`src/rtl/bus_arbiter_n.sv`:
```
`default_nettype none
//------------------------------------------------------------------------------
// Module  : bus_arbiter_n
// Brief   : N-master bus arbiter, fixed-priority or round-robin, optional hold limit.
// Revision: 1.0 - initial release
//------------------------------------------------------------------------------
module bus_arbiter_n #(
    parameter  int NUM_M    = 3,
    parameter  int RR_MODE  = 0,
    parameter  int MAX_HOLD = 0,
    localparam int IDW      = (NUM_M <= 2) ? 1 : $clog2(NUM_M)
) (
    input  logic             clk,
    input  logic             rst_n,
    input  logic [NUM_M-1:0] req,
    output logic [NUM_M-1:0] grnt,
    output logic [IDW-1:0]   grnt_id,
    output logic             grnt_vld
);

    localparam int HW = (MAX_HOLD < 1) ? 1 : $clog2(MAX_HOLD + 1);
    localparam logic [HW-1:0] c_max      = HW'(MAX_HOLD);
    localparam logic [HW-1:0] c_hold_lim = HW'((MAX_HOLD > 0) ? MAX_HOLD - 1 : 0);

    typedef enum logic [0:0] {
        S_IDLE = 1'b0,
        S_BUSY = 1'b1
    } state_t;

    state_t             r_state, w_state_nxt;
    logic [NUM_M-1:0]   r_grnt, w_grnt_nxt;
    logic [IDW-1:0]     r_id, w_id_nxt;
    logic               r_vld, w_vld_nxt;
    logic [HW-1:0]      r_cnt, w_cnt_nxt;
    logic [IDW-1:0]     r_last, w_last_nxt;

    logic               w_own_req;
    logic               w_others;
    logic               w_expire;
    logic               w_arb;
    logic [NUM_M-1:0]   w_cand;
    int                 w_start;
    logic [IDW:0]       w_pick;

    // Returns {found, index} of the first set bit of cand scanning upward from start.
    function automatic logic [IDW:0] f_pick(input logic [NUM_M-1:0] cand, input int start);
        logic [IDW:0] res;
        int           idx;
        res = '0;
        for (int i = NUM_M - 1; i >= 0; i--) begin
            idx = start + i;
            if (idx >= NUM_M) idx = idx - NUM_M;
            if (cand[idx]) res = {1'b1, IDW'(idx)};
        end
        return res;
    endfunction

    always_comb begin
        w_own_req = |(req & r_grnt);
        w_others  = |(req & ~r_grnt);
        w_expire  = (MAX_HOLD > 0) && (r_state == S_BUSY) && w_own_req &&
                    w_others && (r_cnt >= c_hold_lim);
        w_arb     = (r_state == S_IDLE) || !w_own_req || w_expire;
        w_cand    = w_expire ? (req & ~r_grnt) : req;
        w_start   = (RR_MODE != 0) ? ((int'(r_last) + 1) % NUM_M) : 0;
        w_pick    = f_pick(w_cand, w_start);
    end

    always_comb begin
        w_state_nxt = r_state;
        w_grnt_nxt  = r_grnt;
        w_id_nxt    = r_id;
        w_vld_nxt   = r_vld;
        w_cnt_nxt   = r_cnt;
        w_last_nxt  = r_last;
        if (w_arb) begin
            if (w_pick[IDW]) begin
                // Arbitration never re-selects the current owner, so any win is an ownership change.
                w_state_nxt = S_BUSY;
                w_grnt_nxt  = NUM_M'(1) << w_pick[IDW-1:0];
                w_id_nxt    = w_pick[IDW-1:0];
                w_vld_nxt   = 1'b1;
                w_cnt_nxt   = '0;
                w_last_nxt  = w_pick[IDW-1:0];
            end else begin
                w_state_nxt = S_IDLE;
                w_grnt_nxt  = '0;
                w_id_nxt    = '0;
                w_vld_nxt   = 1'b0;
                w_cnt_nxt   = '0;
            end
        end else if ((MAX_HOLD > 0) && (r_cnt < c_max)) begin
            w_cnt_nxt = r_cnt + 1'b1;
        end
    end

    always_ff @(posedge clk or negedge rst_n) begin
        if (!rst_n) begin
            r_state <= S_IDLE;
            r_grnt  <= '0;
            r_id    <= '0;
            r_vld   <= 1'b0;
            r_cnt   <= '0;
            r_last  <= IDW'(NUM_M - 1);
        end else begin
            r_state <= w_state_nxt;
            r_grnt  <= w_grnt_nxt;
            r_id    <= w_id_nxt;
            r_vld   <= w_vld_nxt;
            r_cnt   <= w_cnt_nxt;
            r_last  <= w_last_nxt;
        end
    end

    assign grnt     = r_grnt;
    assign grnt_id  = r_id;
    assign grnt_vld = r_vld;

endmodule
`default_nettype wire

```
`config.mk`:
```
export PLATFORM = sky130hd
export DESIGN_NAME = bus_arbiter_n
export DESIGN_NICKNAME = d
export VERILOG_FILES = /design/src/rtl/bus_arbiter_n.sv
export SDC_FILE = /design/constraint.sdc
export NUM_CORES = 1
export LEC_CHECK = 0
export BUFFER_PORTS_ARGS = -buffer_cell sky130_fd_sc_hd__clkbuf_2
export CAP_MARGIN = 10
export CORE_AREA = 5 5 42 44
export CTS_BUF_LIST = sky130_fd_sc_hd__clkbuf_4
export CTS_CLUSTER_DIAMETER = 80
export DETAILED_ROUTE_END_ITERATION = 8
export DIE_AREA = 0 0 47 49
export GPL_TIMING_DRIVEN = 0
export SYNTH_ARGS = -nofsm -noshare
export SYNTH_HDL_FRONTEND = slang
export SYNTH_SLANG_ARGS = --single-unit
```
`constraint.sdc`:
```
create_clock -name clk -period 1.55 [get_ports clk]
set_input_delay 0.155 -clock clk [delete_from_list [all_inputs] [get_ports clk]]
set_output_delay 0.155 -clock clk [all_outputs]
set_load 0.02 [all_outputs]
```
**Word level (Yosys, flattened, before mapping)**

Cells that the tools add are included.

- Shift-type cells: 1
- Mux-type cells: 6
- Reduce and logical (&&, ||, !) cells: 3
- Bitwise operators: 2

Operators by type and width:

| operator | count |
|---|---|
| $mux 3 | 4 |
| $and 3x3->3 | 1 |
| $reduce_or 3->1 | 1 |
| $shl 1x2->3 const A | 1 |
| $mux 2 | 1 |
| $logic_not 1->1 | 1 |
| $logic_or 1x1->1 | 1 |
| $mux 1 | 1 |
| $not 1->1 | 1 |

- Word-level logic and storage cells: 15
- Register bits: 6
- Input bits: 5
- Output and inout port bits: 6

**Depth between registers and ports, before layout**

- Depth after elaboration: 5
- Depth in mapped cells: 3
- Gate-level depth less buffers: 3

**Worst setup path before layout**

No wires, ideal clock.

- Path type: reg2reg
- Start: register r_grnt[1] (netlist: grnt[1])
- End: register r_grnt[2] (netlist: grnt[2])
- Data required time: 1,428 ps
- Cell stages (with the launch flop): 4
- Library setup time: 122 ps
- Slack: 273 ps
- Arrival: 1,155 ps
- Path buffers: 0
- Period minus slack after synthesis: 1,277 ps
- Cells stage by stage: dfrtp_1 -> a22o_2 -> o21a_1 -> a32o_1

- Cells in the longest elaborated chain, start to end: 4

RTL lines:

| item | line | text |
|---|---|---|
| start: declaration | 31 | `logic [NUM_M-1:0] r_grnt, w_grnt_nxt;` |
| start signal: assignment | 107 | `r_grnt <= w_grnt_nxt;` |
| $and 3x3->3 | 59 | `w_own_req = \|(req & r_grnt);` |
| $reduce_or 3->1 | 59 |  |
| $logic_not 1->1 | 63 | `w_arb = (r_state == S_IDLE) \|\| !w_own_req \|\| w_expire;` |
| $logic_or 1x1->1 | 63 |  |

Every way passes these cells.
A chain may end at the register's enable or synchronous reset.

**Final worst setup path**

- Start: register r_grnt[1] (netlist: grnt[1])
- End: register r_id[1] (netlist: grnt_id[1])

- Cells in the longest elaborated chain, start to end: 4

RTL lines:

| item | line | text |
|---|---|---|
| $and 3x3->3 | 59 |  |
| $reduce_or 3->1 | 59 |  |
| $logic_not 1->1 | 63 |  |
| $logic_or 1x1->1 | 63 |  |
| end signal: assignment | 108 | `r_id <= w_id_nxt;` |
| end: declaration | 32 | `logic [IDW-1:0] r_id, w_id_nxt;` |

Every way passes these cells.

==> flow_results.org <==
** Run status
- The flow ran to the end, and the final reports show no timing, DRC or antenna violations.

** STA
- Period utilisation layout :: 80.90%
- Max-slew violation count :: 0
- Setup TNS :: 0 ns
- For the final database, setup skew stands at 0.001919 ns.
- Static timing analysis puts the maximum clock frequency at 797.5 MHz.
- In this run the tightest slew margin relative to its limit is 88.81%.
- Actual transition at the worst max-transition pin :: 0.1679 ns
- RSZ-0062 raised after global routing :: false
- Final Setup Violations :: 0
- Final hold violations :: 0
- The tightest hold path in the finished design has a slack of 0.1676 ns.
- The worst path needs 1.254 ns of the cycle, external delays included.

** Critical path
- Cell count along the critical path :: 3
- Worst setup path category :: reg2reg
- The worst setup path is launched from a register.
- R2R cell count :: 3
- For flop-to-flop paths, the worst setup slack is 0.30 ns.
- In this run the worst path has a maximum fanout of 4.
- STA puts the critical path data required time at 1.68 ns.
- Worst stage delay on the critical path :: 0.41 ns
- Top cell family by delay on the critical path :: compound AO/OA/AOI/OAI gates
- At the worst endpoint, the arrival time is 1.38 ns.
- Crit path buf inv count :: 0
- Library cell contributing the largest single delay on the critical path :: dfrtp_1
- In this run the worst setup path begins at grnt[1].
- The critical path goes through a22o_2 > o21a_1 > a32o_1.
- The startpoint identified for the worst register-to-register timing path is grnt[1].
- STA classifies the critical path endpoint as a register.

** Yosys
- The netlist uses 12 different library cells.
- Number of synthesis warnings :: 0
- Area share of the largest cell type after synthesis :: 57.69%
- In the post-synthesis netlist, the cell with the most instances is dfrtp_1.
- Netlist area before placement :: 260.3 µm²
- Share of the yosys chip area belonging to registers :: 57.69%
- In the post-synthesis netlist, the biggest area contributors are dfrtp_1, a21o_2, a32o_1.
- Count of state elements after synthesis :: 6
- Counting flops with a built-in enable in the synthesized netlist gives 0.
- Counting instances in the post-synthesis netlist gives the leading cell types as dfrtp_1, a21o_2, a32o_1, nand2_1.
- Synth async-reset ratio :: 100.0%
- Post-synthesis average cell area :: 12.39 µm²
- When the netlist entered floorplanning its net count stood at 26.
- The biggest area contributor in the post-synthesis netlist is dfrtp_1.
- The most used flip-flop cell after synthesis is dfrtp_1.
- Post-synthesis cell count :: 21

** Global route
- Maximum number of pins on one net before global-route repair :: 7
- The first global-routing pass estimated 1007 µm of wire.
- Gr usage total :: 6.733%
- Via count of the first global-routing pass :: 224
- The number of antenna violations at the first check in global routing was 0.
- The total overflow left after global routing is 0.

** Drt
- The routed layout has 224 vias.
- Per-cell routed wire length :: 11.94 µm
- For this block, the initial DRC count from the detailed router was 3.
- Dividing the detail-routed via count by the number of cells gives 4.392.
- In the routed design, unresolved DRC markers number 0.
- For this run, the detailed router's first-pass iteration total came to 4.
- The detail route stage leaves a number of antenna-violating nets equal to 0.
- For this block, the routed nets add up to 609 µm of wire.

** Cells and area
- Sequential cell area :: 150.1 µm²
- Cells with a size suffix above 1 make up 51.43% of the layout.
- 0 antenna diodes ended up in the layout.
- Finished Cell Area :: 362.8 µm²
- The layout has 165 filler cells.
- Fraction of the core area covered by cells at the end of the flow :: 25.89%
- Multi-input gate area in the final layout :: 110.1 µm²
- The area growth from synthesis to layout is 39.42%.
- Number of nets in the final layout :: 42

** CTS
- Sinks on the clock net :: 6
- Number of instances resized during post-cts repair :: 0
- TritonCTS built the clock tree.
- In this run the number of H-tree levels came out at 1.
- The later pin in the worst-skew pair is clocked with a latency of 0.25 ns.
- Clock Root Buffer :: clkbuf_4
- Clock transition time at the flip-flop clock pins of the worst setup and hold paths :: 0.05 ns
- TritonCTS created 3 clock buffers.
- Counting along the longest clock path gives a buffer depth of 2.
- Post-CTS timing repair inserted 0 buffers for setup.
- Cts-stage hold buffer count :: 1

** Power and ir drop
- The worst-case IR drop observed on VDD is 0.3751 mV.
- Leakage :: 0.1825 nW
- For this design the ratio of total power to cell area is 1180 mW/mm².

** Die
- After floorplanning, the core was divided into 14 placement rows.
- Core region area :: 0.001401 mm²
- The die is 49 µm tall.
- Initial Utilization :: 18.57%
- Overall die width :: 47 µm
- For this design the top-level I/O count stands at 11.
- DIE AREA :: 0.002303 mm²

** Worst hold path
- Worst hold path startpoint :: req[1]
- Along the worst hold path, the cell count comes to 2.
- Worst hold path type :: in2reg

** Place
- The placed instances occupy a cell area of 330.3 µm².
- Buffers placed on the I/O ports in this run total 10.
- Routability-driven placement finished with a final weighted congestion of 0.7345.

** Run
- Max-cap violations in this run came to 0.
==> final cells by class <==
class	instances	share of cell area (%)
Clock buffer	3	6.207
Tap cell	16	5.517
Timing Repair Buffer	11	16.55
Multi-Input combinational cell	15	30.34
Sequential cell	6	41.38
==> through the flow <==
step	setup WS, ns	power, W	std cells
after floorplan	0.2734	0.0002456	21
after global placement	0.3181	0.0002798	47
after detailed placement	0.3058	0.0002811	47
after CTS	0.2946	0.0004390	51
after global routing	0.2410	0.0004572	51
final	0.2960	0.0004280	51
==> path summary, 6_finish.rpt <==
path / to
setup / recovery: grnt_id[1]
hold / removal: r_state
setup reg to reg: grnt_id[1]
hold reg to reg: grnt_id[0]
max in group asynchronous: grnt_id[1]
min in group asynchronous: r_state
==> routing by layer <==
layer | share of wire, % | track usage (%) | vias to the layer above
li1 | - | - | 106
met1 | 54 | 8.744 | 103
met2 | 31 | 7.014 | 13
met3 | 13 | 4.797 | 2
met4 | 1.6 | 5.530 | 0
met5 | 0 | 0 | -
==> sequential cells by signal, summed over array words and instances (netlist names) <==
register,count
grnt,3
grnt_id,2
r_state,1
==> layout by cell type, fill, tap and decap left out, drive strengths merged, types with 2 or more instances in the layout <==
cell,n
nand2,2
a21o,3
a32o,2
dfrtp,6
clkbuf,13
==> cells by family (layout without fill, tap and decap cells) <==
logic type      Yosys count  in the layout  synth area share, %
simple gates              6              6                11.54
compound gates            8              8                26.44
mux                       1              1                4.327
buf+inv                   0             14                    0
flops                     6              6                57.69
==> worst register-to-register path: cells and delay by family (launching register included) <==
family | cells | cell delay, ns
compound gates | 3 | 0.73
flops | 1 | 0.41
==> where the power goes <==
part | switching, W | internal, W
sequential | 0.0000137 | 0.000173
clock | 0.0000603 | 0.0000879
combinational | 0.0000510 | 0.0000418
Power figures use the tool's default switching activity.
